--- src/rtl/uart_fifo_core_if.sv ---
// Byte-stream handshake bundle between the bus bridge (master) and the UART core (slave).
// TX stream flows into the core and RX stream flows out; both use valid/ready.
interface uart_fifo_core_if #(
  parameter int DATA_BITS = 8
) ();
  logic [DATA_BITS-1:0] tx_data;
  logic                 tx_valid;
  logic                 tx_ready;
  logic [DATA_BITS-1:0] rx_data;
  logic                 rx_valid;
  logic                 rx_ready;

  modport master (
    output tx_data,
    output tx_valid,
    input  tx_ready,
    input  rx_data,
    input  rx_valid,
    output rx_ready
  );

  modport slave (
    input  tx_data,
    input  tx_valid,
    output tx_ready,
    output rx_data,
    output rx_valid,
    input  rx_ready
  );
endinterface

--- src/rtl/uart_fifo_core.sv ---
// Full-duplex UART with configurable framing, TX/RX FIFOs and sticky parity/frame/overrun flags.
// FIFO heads, status bits and the serial line are all driven straight from flops.
module uart_fifo_core #(
  parameter int CLOCK_FREQUENCY = 27000000,
  parameter int UART_BAUD_RATE  = 9600,
  parameter int DATA_BITS       = 8,
  parameter int PARITY          = 0,
  parameter int STOP_BITS       = 1,
  parameter int FIFO_DEPTH      = 16
) (
  input  logic                          clock,
  input  logic                          reset,
  uart_fifo_core_if.slave               bus,
  output logic                          rx_parity_error,
  output logic                          rx_frame_error,
  output logic                          rx_overrun,
  input  logic                          error_clear,
  output logic [$clog2(FIFO_DEPTH):0]   tx_count,
  output logic [$clog2(FIFO_DEPTH):0]   rx_count,
  input  logic                          uart_rx,
  output logic                          uart_tx
);

  localparam int CPB = CLOCK_FREQUENCY / UART_BAUD_RATE;
  localparam int AW  = $clog2(FIFO_DEPTH);
  localparam int CW  = AW + 1;
  localparam int BCW = $clog2(STOP_BITS * CPB) + 1;

  localparam logic [BCW-1:0] BIT_LAST   = BCW'(CPB - 1);
  localparam logic [BCW-1:0] STOP_LAST  = BCW'(STOP_BITS * CPB - 1);
  localparam logic [BCW-1:0] HALF_LAST  = BCW'(CPB / 2 - 1);
  localparam logic [BCW-1:0] BAUD_ZERO  = BCW'(0);
  localparam logic [BCW-1:0] BAUD_ONE   = BCW'(1);
  localparam logic [CW-1:0]  FULL_COUNT = CW'(FIFO_DEPTH);
  localparam logic [CW-1:0]  ZERO_COUNT = CW'(0);
  localparam logic [AW-1:0]  PTR_ONE    = AW'(1);
  localparam logic [2:0]     LAST_BIT   = 3'(DATA_BITS - 1);
  localparam logic [DATA_BITS-1:0] WORD_ZERO = {DATA_BITS{1'b0}};

  typedef enum logic [2:0] {
    TX_IDLE   = 3'd0,
    TX_START  = 3'd1,
    TX_DATA   = 3'd2,
    TX_PARITY = 3'd3,
    TX_STOP   = 3'd4
  } tx_state_t;

  typedef enum logic [2:0] {
    RX_IDLE   = 3'd0,
    RX_START  = 3'd1,
    RX_DATA   = 3'd2,
    RX_PARITY = 3'd3,
    RX_STOP   = 3'd4
  } rx_state_t;

  // Even parity is the XOR of the payload; odd parity inverts it.
  function automatic logic parity_of(input logic [DATA_BITS-1:0] d);
    return (^d) ^ (PARITY == 1);
  endfunction

  logic [DATA_BITS-1:0] tx_mem_r [FIFO_DEPTH];
  logic [AW-1:0]        tx_wr_r, tx_rd_r, tx_rd_nx_s;
  logic [CW-1:0]        tx_count_r, tx_count_nx_s;
  logic                 tx_space_r, tx_avail_r, tx_push_s, tx_pop_s;
  logic [DATA_BITS-1:0] tx_head_r;

  logic [DATA_BITS-1:0] rx_mem_r [FIFO_DEPTH];
  logic [AW-1:0]        rx_wr_r, rx_rd_r, rx_rd_nx_s;
  logic [CW-1:0]        rx_count_r, rx_count_nx_s;
  logic                 rx_space_r, rx_avail_r, rx_push_s, rx_pop_s;
  logic [DATA_BITS-1:0] rx_head_r;

  tx_state_t            tx_state_r;
  logic                 tx_line_r, tx_par_r;
  logic [BCW-1:0]       tx_baud_r;
  logic [2:0]           tx_bit_r;
  logic [DATA_BITS-1:0] tx_shift_r;

  rx_state_t            rx_state_r;
  logic                 rx_sync1_r, rx_sync2_r, rx_prev_r;
  logic [BCW-1:0]       rx_baud_r;
  logic [2:0]           rx_bit_r;
  logic [DATA_BITS-1:0] rx_shift_r, rx_word_r;
  logic                 rx_push_r, rx_perr_set_r, rx_ferr_set_r;
  logic                 rx_perr_r, rx_ferr_r, rx_ovr_r, rx_ovr_set_s;

  // The sequencer takes the next entry when idle, or at the end of a stop bit so frames abut.
  always_comb begin
    tx_pop_s = 1'b0;
    if (tx_avail_r && ((tx_state_r == TX_IDLE) ||
        ((tx_state_r == TX_STOP) && (tx_baud_r == BAUD_ZERO)))) begin
      tx_pop_s = 1'b1;
    end else begin
      tx_pop_s = 1'b0;
    end
  end

  // Next-state arithmetic for both FIFOs.
  always_comb begin
    tx_push_s     = bus.tx_valid & tx_space_r;
    tx_rd_nx_s    = tx_rd_r + AW'(tx_pop_s);
    tx_count_nx_s = tx_count_r + CW'(tx_push_s) - CW'(tx_pop_s);
    rx_push_s     = rx_push_r & rx_space_r;
    rx_pop_s      = rx_avail_r & bus.rx_ready;
    rx_rd_nx_s    = rx_rd_r + AW'(rx_pop_s);
    rx_count_nx_s = rx_count_r + CW'(rx_push_s) - CW'(rx_pop_s);
    rx_ovr_set_s  = rx_push_r & ~rx_space_r;
  end

  // TX FIFO storage, pointers and registered head; a word written into an empty slot bypasses to the head.
  always_ff @(posedge clock or negedge reset) begin
    if (!reset) begin
      for (int i = 0; i < FIFO_DEPTH; i++) tx_mem_r[i] <= WORD_ZERO;
      tx_wr_r    <= AW'(0);
      tx_rd_r    <= AW'(0);
      tx_count_r <= ZERO_COUNT;
      tx_space_r <= 1'b1;
      tx_avail_r <= 1'b0;
      tx_head_r  <= WORD_ZERO;
    end else begin
      if (tx_push_s) begin
        tx_mem_r[tx_wr_r] <= bus.tx_data;
        tx_wr_r           <= tx_wr_r + PTR_ONE;
      end
      tx_rd_r    <= tx_rd_nx_s;
      tx_count_r <= tx_count_nx_s;
      tx_space_r <= (tx_count_nx_s != FULL_COUNT);
      tx_avail_r <= (tx_count_nx_s != ZERO_COUNT);
      tx_head_r  <= (tx_push_s && (tx_wr_r == tx_rd_nx_s)) ? bus.tx_data : tx_mem_r[tx_rd_nx_s];
    end
  end

  // RX FIFO storage, pointers and registered head; pushes arriving while full are dropped.
  always_ff @(posedge clock or negedge reset) begin
    if (!reset) begin
      for (int i = 0; i < FIFO_DEPTH; i++) rx_mem_r[i] <= WORD_ZERO;
      rx_wr_r    <= AW'(0);
      rx_rd_r    <= AW'(0);
      rx_count_r <= ZERO_COUNT;
      rx_space_r <= 1'b1;
      rx_avail_r <= 1'b0;
      rx_head_r  <= WORD_ZERO;
    end else begin
      if (rx_push_s) begin
        rx_mem_r[rx_wr_r] <= rx_word_r;
        rx_wr_r           <= rx_wr_r + PTR_ONE;
      end
      rx_rd_r    <= rx_rd_nx_s;
      rx_count_r <= rx_count_nx_s;
      rx_space_r <= (rx_count_nx_s != FULL_COUNT);
      rx_avail_r <= (rx_count_nx_s != ZERO_COUNT);
      rx_head_r  <= (rx_push_s && (rx_wr_r == rx_rd_nx_s)) ? rx_word_r : rx_mem_r[rx_rd_nx_s];
    end
  end

  // Transmit sequencer: every state holds the line for one bit time, stop holds STOP_BITS of them.
  always_ff @(posedge clock or negedge reset) begin
    if (!reset) begin
      tx_state_r <= TX_IDLE;
      tx_line_r  <= 1'b1;
      tx_baud_r  <= BAUD_ZERO;
      tx_bit_r   <= 3'd0;
      tx_shift_r <= WORD_ZERO;
      tx_par_r   <= 1'b0;
    end else begin
      case (tx_state_r)
        TX_IDLE: begin
          if (tx_pop_s) begin
            tx_state_r <= TX_START;
            tx_line_r  <= 1'b0;
            tx_baud_r  <= BIT_LAST;
            tx_shift_r <= tx_head_r;
            tx_par_r   <= parity_of(tx_head_r);
          end else begin
            tx_line_r  <= 1'b1;
          end
        end
        TX_START: begin
          if (tx_baud_r == BAUD_ZERO) begin
            tx_state_r <= TX_DATA;
            tx_line_r  <= tx_shift_r[0];
            tx_shift_r <= {1'b0, tx_shift_r[DATA_BITS-1:1]};
            tx_baud_r  <= BIT_LAST;
            tx_bit_r   <= 3'd0;
          end else begin
            tx_baud_r  <= tx_baud_r - BAUD_ONE;
          end
        end
        TX_DATA: begin
          if (tx_baud_r == BAUD_ZERO) begin
            tx_baud_r <= BIT_LAST;
            if (tx_bit_r != LAST_BIT) begin
              tx_line_r  <= tx_shift_r[0];
              tx_shift_r <= {1'b0, tx_shift_r[DATA_BITS-1:1]};
              tx_bit_r   <= tx_bit_r + 3'd1;
            end else if (PARITY != 0) begin
              tx_state_r <= TX_PARITY;
              tx_line_r  <= tx_par_r;
            end else begin
              tx_state_r <= TX_STOP;
              tx_line_r  <= 1'b1;
              tx_baud_r  <= STOP_LAST;
            end
          end else begin
            tx_baud_r <= tx_baud_r - BAUD_ONE;
          end
        end
        TX_PARITY: begin
          if (tx_baud_r == BAUD_ZERO) begin
            tx_state_r <= TX_STOP;
            tx_line_r  <= 1'b1;
            tx_baud_r  <= STOP_LAST;
          end else begin
            tx_baud_r  <= tx_baud_r - BAUD_ONE;
          end
        end
        TX_STOP: begin
          if (tx_baud_r != BAUD_ZERO) begin
            tx_baud_r  <= tx_baud_r - BAUD_ONE;
          end else if (tx_pop_s) begin
            tx_state_r <= TX_START;
            tx_line_r  <= 1'b0;
            tx_baud_r  <= BIT_LAST;
            tx_shift_r <= tx_head_r;
            tx_par_r   <= parity_of(tx_head_r);
          end else begin
            tx_state_r <= TX_IDLE;
            tx_line_r  <= 1'b1;
          end
        end
        default: begin
          tx_state_r <= TX_IDLE;
          tx_line_r  <= 1'b1;
        end
      endcase
    end
  end

  // Two-flop synchroniser plus one delayed copy for falling-edge detection; idles high.
  always_ff @(posedge clock or negedge reset) begin
    if (!reset) begin
      rx_sync1_r <= 1'b1;
      rx_sync2_r <= 1'b1;
      rx_prev_r  <= 1'b1;
    end else begin
      rx_sync1_r <= uart_rx;
      rx_sync2_r <= rx_sync1_r;
      rx_prev_r  <= rx_sync2_r;
    end
  end

  // Receive sequencer: samples mid-bit, pushes at the first stop sample, discards on a bad stop.
  always_ff @(posedge clock or negedge reset) begin
    if (!reset) begin
      rx_state_r    <= RX_IDLE;
      rx_baud_r     <= BAUD_ZERO;
      rx_bit_r      <= 3'd0;
      rx_shift_r    <= WORD_ZERO;
      rx_word_r     <= WORD_ZERO;
      rx_push_r     <= 1'b0;
      rx_perr_set_r <= 1'b0;
      rx_ferr_set_r <= 1'b0;
    end else begin
      rx_push_r     <= 1'b0;
      rx_perr_set_r <= 1'b0;
      rx_ferr_set_r <= 1'b0;
      case (rx_state_r)
        RX_IDLE: begin
          if (rx_prev_r && !rx_sync2_r) begin
            rx_state_r <= RX_START;
            rx_baud_r  <= HALF_LAST;
          end
        end
        RX_START: begin
          if (rx_baud_r != BAUD_ZERO) begin
            rx_baud_r  <= rx_baud_r - BAUD_ONE;
          end else if (rx_sync2_r) begin
            rx_state_r <= RX_IDLE;
          end else begin
            rx_state_r <= RX_DATA;
            rx_baud_r  <= BIT_LAST;
            rx_bit_r   <= 3'd0;
          end
        end
        RX_DATA: begin
          if (rx_baud_r == BAUD_ZERO) begin
            rx_shift_r <= {rx_sync2_r, rx_shift_r[DATA_BITS-1:1]};
            rx_baud_r  <= BIT_LAST;
            if (rx_bit_r != LAST_BIT) begin
              rx_bit_r   <= rx_bit_r + 3'd1;
            end else if (PARITY != 0) begin
              rx_state_r <= RX_PARITY;
            end else begin
              rx_state_r <= RX_STOP;
            end
          end else begin
            rx_baud_r <= rx_baud_r - BAUD_ONE;
          end
        end
        RX_PARITY: begin
          if (rx_baud_r == BAUD_ZERO) begin
            rx_perr_set_r <= (rx_sync2_r != parity_of(rx_shift_r));
            rx_state_r    <= RX_STOP;
            rx_baud_r     <= BIT_LAST;
          end else begin
            rx_baud_r     <= rx_baud_r - BAUD_ONE;
          end
        end
        RX_STOP: begin
          if (rx_baud_r == BAUD_ZERO) begin
            rx_state_r <= RX_IDLE;
            if (rx_sync2_r) begin
              rx_push_r <= 1'b1;
              rx_word_r <= rx_shift_r;
            end else begin
              rx_ferr_set_r <= 1'b1;
            end
          end else begin
            rx_baud_r <= rx_baud_r - BAUD_ONE;
          end
        end
        default: begin
          rx_state_r <= RX_IDLE;
        end
      endcase
    end
  end

  // Sticky error flags; a set event in the same cycle as error_clear keeps the flag set.
  always_ff @(posedge clock or negedge reset) begin
    if (!reset) begin
      rx_perr_r <= 1'b0;
      rx_ferr_r <= 1'b0;
      rx_ovr_r  <= 1'b0;
    end else begin
      rx_perr_r <= rx_perr_set_r | (rx_perr_r & ~error_clear);
      rx_ferr_r <= rx_ferr_set_r | (rx_ferr_r & ~error_clear);
      rx_ovr_r  <= rx_ovr_set_s  | (rx_ovr_r  & ~error_clear);
    end
  end

  assign bus.tx_ready    = tx_space_r;
  assign bus.rx_valid    = rx_avail_r;
  assign bus.rx_data     = rx_head_r;
  assign tx_count        = tx_count_r;
  assign rx_count        = rx_count_r;
  assign rx_parity_error = rx_perr_r;
  assign rx_frame_error  = rx_ferr_r;
  assign rx_overrun      = rx_ovr_r;
  assign uart_tx         = tx_line_r;

endmodule

--- src/flat_wrapper.sv ---
// flat-port wrapper written by rule: the top's interface ports become plain ports
module uart_fifo_core_flat 
#(
  parameter int CLOCK_FREQUENCY = 27000000,
  parameter int UART_BAUD_RATE  = 9600,
  parameter int DATA_BITS       = 8,
  parameter int PARITY          = 0,
  parameter int STOP_BITS       = 1,
  parameter int FIFO_DEPTH      = 16
)
  (clock, reset, rx_parity_error, rx_frame_error, rx_overrun, error_clear, tx_count, rx_count, uart_rx, uart_tx, bus_tx_data, bus_tx_valid, bus_tx_ready, bus_rx_data, bus_rx_valid, bus_rx_ready);
  uart_fifo_core_if #(.DATA_BITS(DATA_BITS)) bus_i ();
  input  logic clock;
  input  logic reset;
  output logic rx_parity_error;
  output logic rx_frame_error;
  output logic rx_overrun;
  input  logic error_clear;
  output logic [$clog2(FIFO_DEPTH):0] tx_count;
  output logic [$clog2(FIFO_DEPTH):0] rx_count;
  input  logic uart_rx;
  output logic uart_tx;
  input wire logic [$bits(bus_i.tx_data)-1:0] bus_tx_data;
  input wire logic [$bits(bus_i.tx_valid)-1:0] bus_tx_valid;
  output wire logic [$bits(bus_i.tx_ready)-1:0] bus_tx_ready;
  output wire logic [$bits(bus_i.rx_data)-1:0] bus_rx_data;
  output wire logic [$bits(bus_i.rx_valid)-1:0] bus_rx_valid;
  input wire logic [$bits(bus_i.rx_ready)-1:0] bus_rx_ready;
  assign bus_i.tx_data = bus_tx_data;
  assign bus_i.tx_valid = bus_tx_valid;
  assign bus_tx_ready = bus_i.tx_ready;
  assign bus_rx_data = bus_i.rx_data;
  assign bus_rx_valid = bus_i.rx_valid;
  assign bus_i.rx_ready = bus_rx_ready;
  uart_fifo_core #(.CLOCK_FREQUENCY(CLOCK_FREQUENCY), .UART_BAUD_RATE(UART_BAUD_RATE), .DATA_BITS(DATA_BITS), .PARITY(PARITY), .STOP_BITS(STOP_BITS), .FIFO_DEPTH(FIFO_DEPTH)) u_core (.clock(clock), .reset(reset), .bus(bus_i), .rx_parity_error(rx_parity_error), .rx_frame_error(rx_frame_error), .rx_overrun(rx_overrun), .error_clear(error_clear), .tx_count(tx_count), .rx_count(rx_count), .uart_rx(uart_rx), .uart_tx(uart_tx));
endmodule
--- config.mk ---
export PLATFORM = sky130hd
export DESIGN_NAME = uart_fifo_core_flat
export DESIGN_NICKNAME = d
export VERILOG_FILES = /design/src/rtl/uart_fifo_core_if.sv /design/src/rtl/uart_fifo_core.sv /design/src/flat_wrapper.sv
export SDC_FILE = /design/constraint.sdc
export NUM_CORES = 1
export LEC_CHECK = 0
export CORE_ASPECT_RATIO = 2
export CORE_MARGIN = 2
export CORE_UTILIZATION = 30
export DETAILED_ROUTE_END_ITERATION = 7
export GPL_TIMING_DRIVEN = 0
export PLACE_DENSITY = 0.54
export SYNTH_ARGS = -nofsm -noshare
export SYNTH_HDL_FRONTEND = slang
export SYNTH_SLANG_ARGS = --single-unit
--- constraint.sdc ---
create_clock -name clock -period 5.8 [get_ports clock]
set_input_delay 1.16 -clock clock [delete_from_list [all_inputs] [get_ports clock]]
set_output_delay 1.16 -clock clock [all_outputs]
set_load 0.01 [all_outputs]
==> flow_summary_export.csv, run 1 <==
group,metric,value,unit
sta,slew_violations,0,
clocking,cts_tree,"yes",
yosys,synth_area,17400,um2
sta,fin_crit,4.62,ns
power,pwr-share-comb,28.3,%
finish,num-fill-cells,5575,
power,internal_power,5980,uW
floorplan,die_width,174,um
power,cellLeakagePower,0.00890,uW
clocking,clockBufferDepth,3,
place,gp_congestion,0.765,
place,dp_slack,1.12,ns
finish,num_antenna_cells,0,
yosys,synth.area.mux_share,30.0,%
grt,grt_start_max_net_pins,119,
routing,wl_per_cell,17.7,um
yosys,syn_inst,1222,
clocking,cts_htree_levels,2,
place,dpl-instance-area,18900,um2
routing,routed_wirelength,37000,um
yosys,async_flop_share,100,%
sta,fin_crit_sh,79.7,%
routing,drtIter0Drc,585,
critical_path,cpPeakStageDelay,0.68,ns
finish,nNetsFinal,1347,
min_path,hold_path.class,"reg2reg",
routing,dr.pass1.iters,4,
critical_path,critPathKind,"reg2reg",
clocking,cts.sink_count,374,
yosys,syn-num-nets,1267,
critical_path,path_cells,"inv_1 > ha_1 > nor4b_1 > nand4_1 > a21oi_1 > ha_1 > ha_1 > clkbuf_1 > clkbuf_1 > mux4_2 > mux4_2 > mux2_2",
power,p_clk_share,29.5,%
sta,whs,0.355,ns
yosys,synth_edf_count,0,
run_status,status,"finished clean",
yosys,yosys.cell_types.count,66,
floorplan,die_height,345,um
power,peakVddDrop,213,uV
finish,drive_above_1_share,35.4,%
clocking,post-cts-setup-buffer-count,0,
critical_path,cp.required,6.21,ns
critical_path,start_kind,"flip-flop",
sta,setup_viol,0,
place,place_hpwl,24700,um
grt,first_global_vias,10700,
sta,hold_violations,0,
clocking,cts.repair.resized,0,
yosys,synthAdderAreaFrac,2.31,%
sta,timing.clock.skew,0.0193,ns
clocking,hold_buffers,0,
grt,grt_overflow,0,
yosys,synth_compound_area_share,4.23,%
yosys,synth_flop_cell,"dfrtp_1",
place,portBuffers,37,
critical_path,crit_arrival,5.03,ns
routing,antenna_left,0,
power,p_seq_share,42.3,%
floorplan,initial_utilization,30.2,%
critical_path,slowest_stage,"clkbuf_1",
critical_path,crit_path_end_kind,"flip-flop",
power,powerDensity,422,nW/um2
sta,fmax,0.216,GHz
sta,setup_slack,1.18,ns
grt,antenna_found_initial,3,
clocking,clk_latency,0.54,ns
sta,tightest_slew,1.19,ns
floorplan,die_area,60200,um2
power,p_switching,2500,uW
floorplan,num_io_pins,38,
grt,grtUsageTotal,12.6,%
finish,design_area,20100,um2
routing,drc,0,
clocking,path_clk_slew,0.06,ns
yosys,yosysSeqAreaShare,53.7,%
finish,areaGrowthSynthToFinish,15.4,%
run,drv_cap,0,
power,swShare,29.5,%
clocking,cts_root_buf,"clkbuf_16",
clocking,cts_made_buffers,38,
grt,grt_pass1_wl,60700,um
floorplan,core,57700,um2
routing,vias_per_cell,4.85,
yosys,synthXorXnorAreaFrac,1.79,%
sta,rsz0062_at_grt,"false",
routing,vias,10200,
critical_path,path_common_cell,"ha_1",
critical_path,path_delay_family,"multiplexers",
yosys,synth_top_family_by_area,"multiplexers",
critical_path,cp_max_fo,10,
sta,max-slew-margin-rel,20.3,%
critical_path,worst-path-buf-inv,3,
yosys,ys_warn_count,0,
floorplan,rows,125,
yosys,synthSimpleGateAreaFrac,5.82,%
yosys,ys_seq_elements,374,
yosys,synth_area_per_cell,14.3,um2
worst register-to-register path, cell delays in order, from the launching register on:
cell	delay (ns)
dfrtp_1	0.40
inv_1	0.09
ha_1	0.15
nor4b_1	0.32
nand4_1	0.41
a21oi_1	0.49
ha_1	0.25
ha_1	0.15
clkbuf_1	0.32
clkbuf_1	0.68
mux4_2	0.45
mux4_2	0.47
mux2_2	0.32
power groups by stage:
stage / sequential, uW / combinational (uW) / clock [uW]
6_report: 3590 / 2400 / 2500
5_1_grt: 3670 / 2630 / 2680
4_1_cts: 3590 / 2450 / 2580
3_5_place_dp: 3630 / 2440 / 0
3_3_place_gp: 3640 / 2390 / 0
2_1_floorplan: 3540 / 1790 / 0
state kept, by name (all words and copies together) (netlist names), 5 cells and up:
signal	count
u_core.bus.rx_data	8
u_core.rx_baud_r	13
u_core.rx_count	5
u_core.rx_mem_r	128
u_core.rx_shift_r	8
u_core.rx_word_r	8
u_core.tx_baud_r	13
u_core.tx_count	5
u_core.tx_head_r	8
u_core.tx_mem_r	128
u_core.tx_shift_r	8
final timing paths:
kind,startpoint,endpoint,slack (ns),cells after the start
max,u_core.tx_baud_r[0],u_core.tx_head_r[1],1.18,12
min,u_core.rx_sync1_r,u_core.rx_sync2_r,0.35,0
max reg2reg,u_core.tx_baud_r[0],u_core.tx_head_r[1],1.18,12
min reg2reg,u_core.rx_sync1_r,u_core.rx_sync2_r,0.35,0
max in group asynchronous,reset,u_core.rx_mem_r[84],3.79,3
min in group asynchronous,reset,u_core.tx_baud_r[10],0.53,1
cell type report:
cell class | count | area [um2] | share of cell area (%)
Buffer | 57 | 235 | 1.17
Timing Repair Buffer | 40 | 458 | 2.28
Sequential cell | 374 | 9370 | 46.5
Clock buffer | 63 | 1210 | 6.01
Tap cell | 762 | 953 | 4.74
Clock inverter | 7 | 65.1 | 0.323
Inverter | 39 | 146 | 0.727
Multi-Input combinational cell | 752 | 7690 | 38.2
per-layer routing:
layer  GRT usage (%)  part of all wire, %
met4            3.63                  2.2
met1            17.3                   47
met5               0                 0.11
met3            2.15                  3.2
met2            20.7                   48
kinds of logic (layout without fill, tap and decap cells):
| kind of cell | count (synthesis) | in the layout |
|---|---|---|
| muxes | 384 | 384 |
| DFF | 374 | 374 |
| and+or+nand+nor | 191 | 191 |
| AOI/OAI and AO/OA | 112 | 112 |
| buffers and inverters | 96 | 206 |
| xor gates and xnor gates | 34 | 34 |
| adders and majority gates | 31 | 31 |
cells in the final DEF (no fill, tap or decap), types with 29 or more instances in the layout:
cell type,count
clkdlybuf4s50_1,36
inv_1,39
mux4_2,80
ha_1,29
nand2_1,40
clkbuf_1,57
nor2_1,54
clkbuf_16,41
dfrtp_1,368
mux2_2,297
through the flow:
stage,power (uW),setup TNS (ns),instances,utilization [%]
floorplan,5340,0,1222,-
global placement,6030,-5037.01,2021,32.5
detailed placement,6070,0,2024,32.7
CTS,8620,0,2094,34.9
global route,8990,0,2094,34.9
finish,8480,0,2094,34.9
cell usage after synthesis, types with 3 or more instances:
cell / count / area [um2]
nor2_1: 54 / 203
a21oi_1: 26 / 130
mux2_1: 7 / 78.8
nand3_1: 21 / 105
clkbuf_1: 45 / 169
and2_1: 4 / 25.0
o31ai_1: 5 / 37.5
nor4_2: 3 / 37.5
a211oi_1: 3 / 22.5
nor3_1: 10 / 50.1
or3_1: 8 / 50.1
nor2b_1: 3 / 18.8
buf_2: 8 / 40.0
xor2_1: 11 / 96.3
or4_1: 3 / 22.5
nor4_1: 7 / 43.8
xnor2_1: 21 / 184
inv_1: 39 / 146
dfstp_2: 6 / 158
mux2_2: 297 / 3340
nand2_1: 40 / 150
a21o_1: 9 / 67.6
o211ai_1: 4 / 30.0
a22o_1: 8 / 70.1
mux4_2: 80 / 1800
o21ai_0: 26 / 130
a31oi_1: 6 / 37.5
nand4_1: 7 / 43.8
o21a_1: 3 / 22.5
a21boi_0: 3 / 22.5
o41ai_1: 3 / 26.3
nor3b_1: 3 / 22.5
ha_1: 29 / 363
nand4_2: 3 / 37.5
and4_1: 3 / 26.3
nand2b_1: 9 / 56.3
dfrtp_1: 368 / 9210
Note: power is estimated with default switching activity, not from simulation.
==> run 2: changes to the inputs <==
PLACE_DENSITY = 0.56   (was 0.54)
clock period = 4.15 ns   (was 5.8 ns; I/O delays follow)
==> flow_summary_export.csv, run 2 (synthesis gave the netlist of run 1 again) <==
group,metric,value,unit
run_status,status,"finished clean",
grt,grt_start_max_net_pins,121,
floorplan,die_area,60200,um2
clocking,path_clk_slew,0.06,ns
sta,fmax,0.255,GHz
power,cellLeakagePower,0.00896,uW
clocking,cts_made_buffers,39,
grt,grtUsageTotal,12.5,%
sta,fin_crit_sh,94.4,%
finish,nNetsFinal,1348,
routing,drc,0,
finish,num_antenna_cells,0,
critical_path,crit_path_end_kind,"flip-flop",
critical_path,path_cells,"inv_1 > ha_1 > nor4b_1 > nand4_1 > a21oi_2 > ha_1 > ha_1 > clkbuf_1 > clkbuf_2 > mux4_2 > mux4_2 > mux2_2",
clocking,cts_tree,"yes",
critical_path,cp.required,4.55,ns
routing,vias,10200,
routing,dr_wl_met2,17400,um
finish,areaGrowthSynthToFinish,15.9,%
routing,wl_per_cell,17.5,um
clocking,cts_htree_levels,2,
finish,largestRegisters,"u_core.rx_mem_r: 128 flops, u_core.tx_mem_r: 128 flops",
finish,num-fill-cells,5532,
grt,grt_pass1_wl,60100,um
routing,wl_met1,17300,um
place,gp_congestion,0.779,
min_path,hold_path.class,"in2async",
floorplan,core,57700,um2
power,powerDensity,595,nW/um2
critical_path,critPathKind,"reg2reg",
finish,final_cell_mix,"368 x dfrtp_1, 297 x mux2_2, 80 x mux4_2",
routing,vias_per_cell,4.86,
critical_path,cpPeakStageDelay,0.46,ns
routing,highest_layer,"met5",
run,drv_cap,0,
floorplan,initial_utilization,30.2,%
clocking,clk_latency,0.54,ns
floorplan,die_width,174,um
critical_path,reg2reg_depth,12,
sta,timing.clock.skew,0.0101,ns
sta,fin_crit,3.92,ns
finish,layoutNonFillerInstCount,2093,
floorplan,die_height,345,um
power,peakVddDrop,310,uV
place,place_hpwl,24400,um
floorplan,rows,125,
routing,antenna_left,0,
finish,layout_commonest_cell,"dfrtp_1",
clocking,hold_buffers,0,
critical_path,cp_max_fo,10,
finish,design_area,20200,um2
sta,rsz0062_at_grt,"false",
place,dpl-instance-area,18900,um2
place,post-place-cells,2024,
place,portBuffers,37,
critical_path,slowest_stage,"mux4_2",
floorplan,num_io_pins,38,
routing,drtIter0Drc,597,
sta,setup_viol,0,
clocking,cts_root_buf,"clkbuf_16",
critical_path,start_kind,"flip-flop",
routing,routed_wirelength,36600,um
routing,wl_met3,1190,um
clocking,cts.sink_count,374,
grt,first_global_vias,10500,
routing,dr.pass1.iters,5,
finish,drive_above_1_share,36.3,%
grt,antenna_found_initial,1,
sta,slew_violations,0,
sta,max-slew-margin-rel,20.6,%
grt,grt_overflow,0,
critical_path,crit_arrival,4.32,ns
clocking,clockBufferDepth,3,
sta,hold_violations,0,
sta,tightest_slew,1.19,ns
critical_path,path_common_cell,"ha_1",
run 2: changes by cell type in the layout (fill, tap and decap cells not counted):
cell	delta
a21oi_1	-1
a21oi_2	+1
clkinv_2	+3
clkbuf_1	-11
clkbuf_2	+2
bufinv_16	+2
clkbuf_4	+1
clkinvlp_4	-1
buf_4	+4
clkbuf_8	+2
buf_2	-3
run 2: report_power, final:
group	switching (uW)	internal [uW]	total, uW
Sequential	490	4520	5010
Clock	1450	2200	3650
Combinational	1570	1800	3360
Total	3510	8510	12000
run 2: layout make-up:
class	instances	area (um2)	area share [%]
Sequential cell	374	9370	46.3
Multi-Input combinational cell	752	7700	38.1
Clock buffer	58	1210	5.99
Tap cell	762	953	4.72
Timing Repair Buffer	41	465	2.30
Buffer	56	245	1.21
Inverter	39	146	0.724
Clock inverter	11	133	0.656
run 2: worst max-delay path: cells and delay by family (launching register included):
kind	cells	cell delay, ns
flip-flops	1	0.40
buffers and inverters	3	0.80
AND/OR/NAND/NOR	2	0.56
adder cells (fa/ha/maj)	3	0.53
AO/OA/AOI/OAI	1	0.31
multiplexers	3	1.17
run 2: repair_timing:
item                                    CTS  global route
pin swaps                                 1             0
setup buffers                             1             0
resized for setup                         8             0
endpoints found under the setup margin    8             6
run 2: worst paths after layout:
| path | start | end | slack [ns] |
|---|---|---|---|
| max in group asynchronous | reset | u_core.rx_mem_r[84] | 2.51 |
| worst min-delay path | reset | u_core.tx_baud_r[10] | 0.25 |
| min in group clock | u_core.rx_sync1_r | u_core.rx_sync2_r | 0.35 |
| worst max register to register | u_core.tx_baud_r[0] | u_core.tx_head_r[3] | 0.23 |
| worst max-delay path | u_core.tx_baud_r[0] | u_core.tx_head_r[3] | 0.23 |
| worst min register to register | u_core.rx_sync1_r | u_core.rx_sync2_r | 0.35 |
run 2: per-stage QoR:
stage | utilization [%] | setup TNS, ns | hold slack, ns | total power (uW) | setup WS [ns]
after floorplan | - | 0 | 0.345 | 7460 | 0.573
after global placement | 32.5 | -5524.39 | 0.347 | 8410 | -14.92
after detailed placement | 32.7 | -4.33 | 0.347 | 8490 | -0.548
after CTS | 35.0 | 0 | 0.265 | 12200 | 0.182
after global routing | 35.0 | 0 | 0.292 | 12700 | 0.0123
final | 35.0 | 0 | 0.250 | 12000 | 0.231
run 2: layer usage:
| layer | up-vias | global-route usage [%] |
|---|---|---|
| met5 | - | 0 |
| met4 | 2 | 3.23 |
| met3 | 51 | 1.80 |
| met2 | 142 | 20.2 |
| met1 | 5294 | 17.6 |
| li1 | 4680 | - |
==> run 3: changes to the inputs <==
CORE_ASPECT_RATIO = default   (was 2)
SETUP_SLACK_MARGIN = 0.1   (was default)
==> flow_summary_export.csv, run 3 (synthesis gave the netlist of run 1 again) <==
group,metric,value,unit
run_status,status,"finished clean",
critical_path,worst-path-buf-inv,3,
grt,grtUsageTotal,13.0,%
clocking,clk_latency,0.58,ns
finish,num-fill-cells,5503,
sta,slew_violations,0,
grt,first_global_vias,10800,
critical_path,critPathKind,"reg2reg",
power,cellLeakagePower,0.00898,uW
routing,drc,0,
sta,hold_violations,0,
finish,drive_above_1_share,36.2,%
clocking,cts_made_buffers,42,
routing,wl_per_cell,18.0,um
floorplan,die_height,245,um
routing,dr.pass1.iters,5,
routing,routed_wirelength,37900,um
floorplan,num_io_pins,38,
finish,largestRegisters,"u_core.rx_mem_r: 128 flops, u_core.tx_mem_r: 128 flops",
sta,setup_slack,0.401,ns
sta,fmax,0.267,GHz
routing,antenna_left,0,
finish,nNetsFinal,1352,
grt,grt_pass1_wl,61500,um
sta,tightest_slew,1.21,ns
floorplan,die_width,245,um
place,place_hpwl,24900,um
sta,fin_crit,3.75,ns
clocking,cts.sink_count,374,
clocking,path_clk_slew,0.06,ns
critical_path,cp_max_fo,10,
routing,vias_per_cell,4.91,
power,power,12100,uW
floorplan,core,57600,um2
critical_path,crit_arrival,4.20,ns
clocking,clockBufferDepth,3,
clocking,cts_tree,"yes",
place,gp_congestion,0.767,
critical_path,cp.required,4.60,ns
finish,num_antenna_cells,0,
critical_path,crit_path_end_kind,"flip-flop",
place,portBuffers,37,
grt,grt_overflow,0,
critical_path,cpPeakStageDelay,0.55,ns
floorplan,initial_utilization,30.3,%
finish,layout_commonest_cell,"dfrtp_1",
critical_path,start_kind,"flip-flop",
critical_path,path_delay_family,"multiplexers",
place,dp_slack,-0.596,ns
sta,setup_viol,0,
floorplan,die_area,60100,um2
grt,antenna_found_initial,0,
routing,drtIter0Drc,639,
clocking,cts_root_buf,"clkbuf_16",
sta,max-slew-margin-rel,19.3,%
floorplan,rows,88,
clocking,cts_htree_levels,2,
routing,vias,10300,
power,powerDensity,597,nW/um2
min_path,hold_path.class,"in2async",
run,drv_cap,0,
finish,final_cell_mix,"368 x dfrtp_1, 297 x mux2_2, 80 x mux4_2",
power,peakVddDrop,369,uV
grt,grt_start_max_net_pins,116,
critical_path,path_cells,"inv_1 > ha_1 > nor4b_1 > nand4_1 > a21oi_2 > ha_1 > clkbuf_2 > buf_4 > mux4_2 > mux4_2 > mux2_2",
sta,fin_crit_sh,90.3,%
sta,rsz0062_at_grt,"false",
clocking,hold_buffers,0,
finish,areaGrowthSynthToFinish,16.4,%
critical_path,slowest_stage,"mux4_2",
sta,timing.clock.skew,0.0200,ns
run 3: cell count changes in the layout (fill, tap and decap cells not counted):
cell | previous run | this run
bufinv_16 | 3 | 2
clkbuf_1 | 46 | 52
clkbuf_16 | 41 | 42
clkbuf_4 | 1 | 3
clkbuf_8 | 12 | 11
clkinv_16 | 0 | 1
clkinv_2 | 7 | 4
clkinv_8 | 0 | 2
nand4_2 | 3 | 2
nand4_4 | 0 | 1
xor2_1 | 11 | 10
xor2_2 | 0 | 1
run 3: through the flow:
stage	hold WS [ns]	util, %	setup TNS, ns	instances	instance area [um2]
2_1_floorplan	0.345	-	0	1222	17400
3_3_place_gp	0.350	32.6	-5199.29	2024	18800
3_5_place_dp	0.356	32.7	-4.99	2027	18900
4_1_cts	0.217	35.2	0	2103	20300
5_1_grt	0.235	35.3	0	2103	20300
6_report	0.212	35.3	0	2103	20300
run 3: area by class of cell:
cell class | count | area [um2] | share of cell area, %
Clock buffer | 65 | 1250 | 6.14
Sequential cell | 374 | 9370 | 46.1
Buffer | 57 | 256 | 1.26
Multi-Input combinational cell | 752 | 7710 | 38.0
Clock inverter | 10 | 150 | 0.740
Tap cell | 765 | 957 | 4.71
Inverter | 39 | 146 | 0.721
Timing Repair Buffer | 41 | 465 | 2.29
run 3: power breakdown:
| group | internal (uW) | total, uW | switching (uW) |
|---|---|---|---|
| registers | 4520 | 5020 | 499 |
| logic | 1800 | 3360 | 1560 |
| clock network | 2200 | 3740 | 1540 |
| total | 8520 | 12100 | 3600 |
run 3: repair_timing:
item                                    in CTS  in global routing
endpoints found under the setup margin       8                  8
pin swaps                                    1                  0
resized for setup                            8                 11
buffers inserted                             1                  0
hold endpoints to repair                     0                  0
run 3: worst register-to-register path, delay by kind of cell, from the launching register on:
family | cells | cell delay (ns)
simple gates | 2 | 0.55
flops | 1 | 0.40
buf+inv | 3 | 0.63
fa+ha+maj | 2 | 0.37
mux | 3 | 1.34
compound gates | 1 | 0.34
run 3: worst paths after layout:
kind	slack (ns)	from	cells past startpoint	end
min in group clock	0.36	u_core.rx_sync1_r	0	u_core.rx_sync2_r
worst max register to register	0.40	u_core.tx_baud_r[0]	11	u_core.tx_head_r[6]
worst max-delay path	0.40	u_core.tx_baud_r[0]	11	u_core.tx_head_r[6]
max in group asynchronous	2.53	reset	3	u_core.rx_mem_r[3]
worst min-delay path	0.21	reset	1	u_core.rx_baud_r[0]
worst min register to register	0.36	u_core.rx_sync1_r	0	u_core.rx_sync2_r
run 3: per-layer routing:
layer	up-vias	global-route usage, %	part of all wire (%)
met3	57	2.13	3.5
met5	-	0	0
li1	4690	-	-
met1	5406	16.9	45
met4	0	4.56	2.5
met2	169	21.9	49
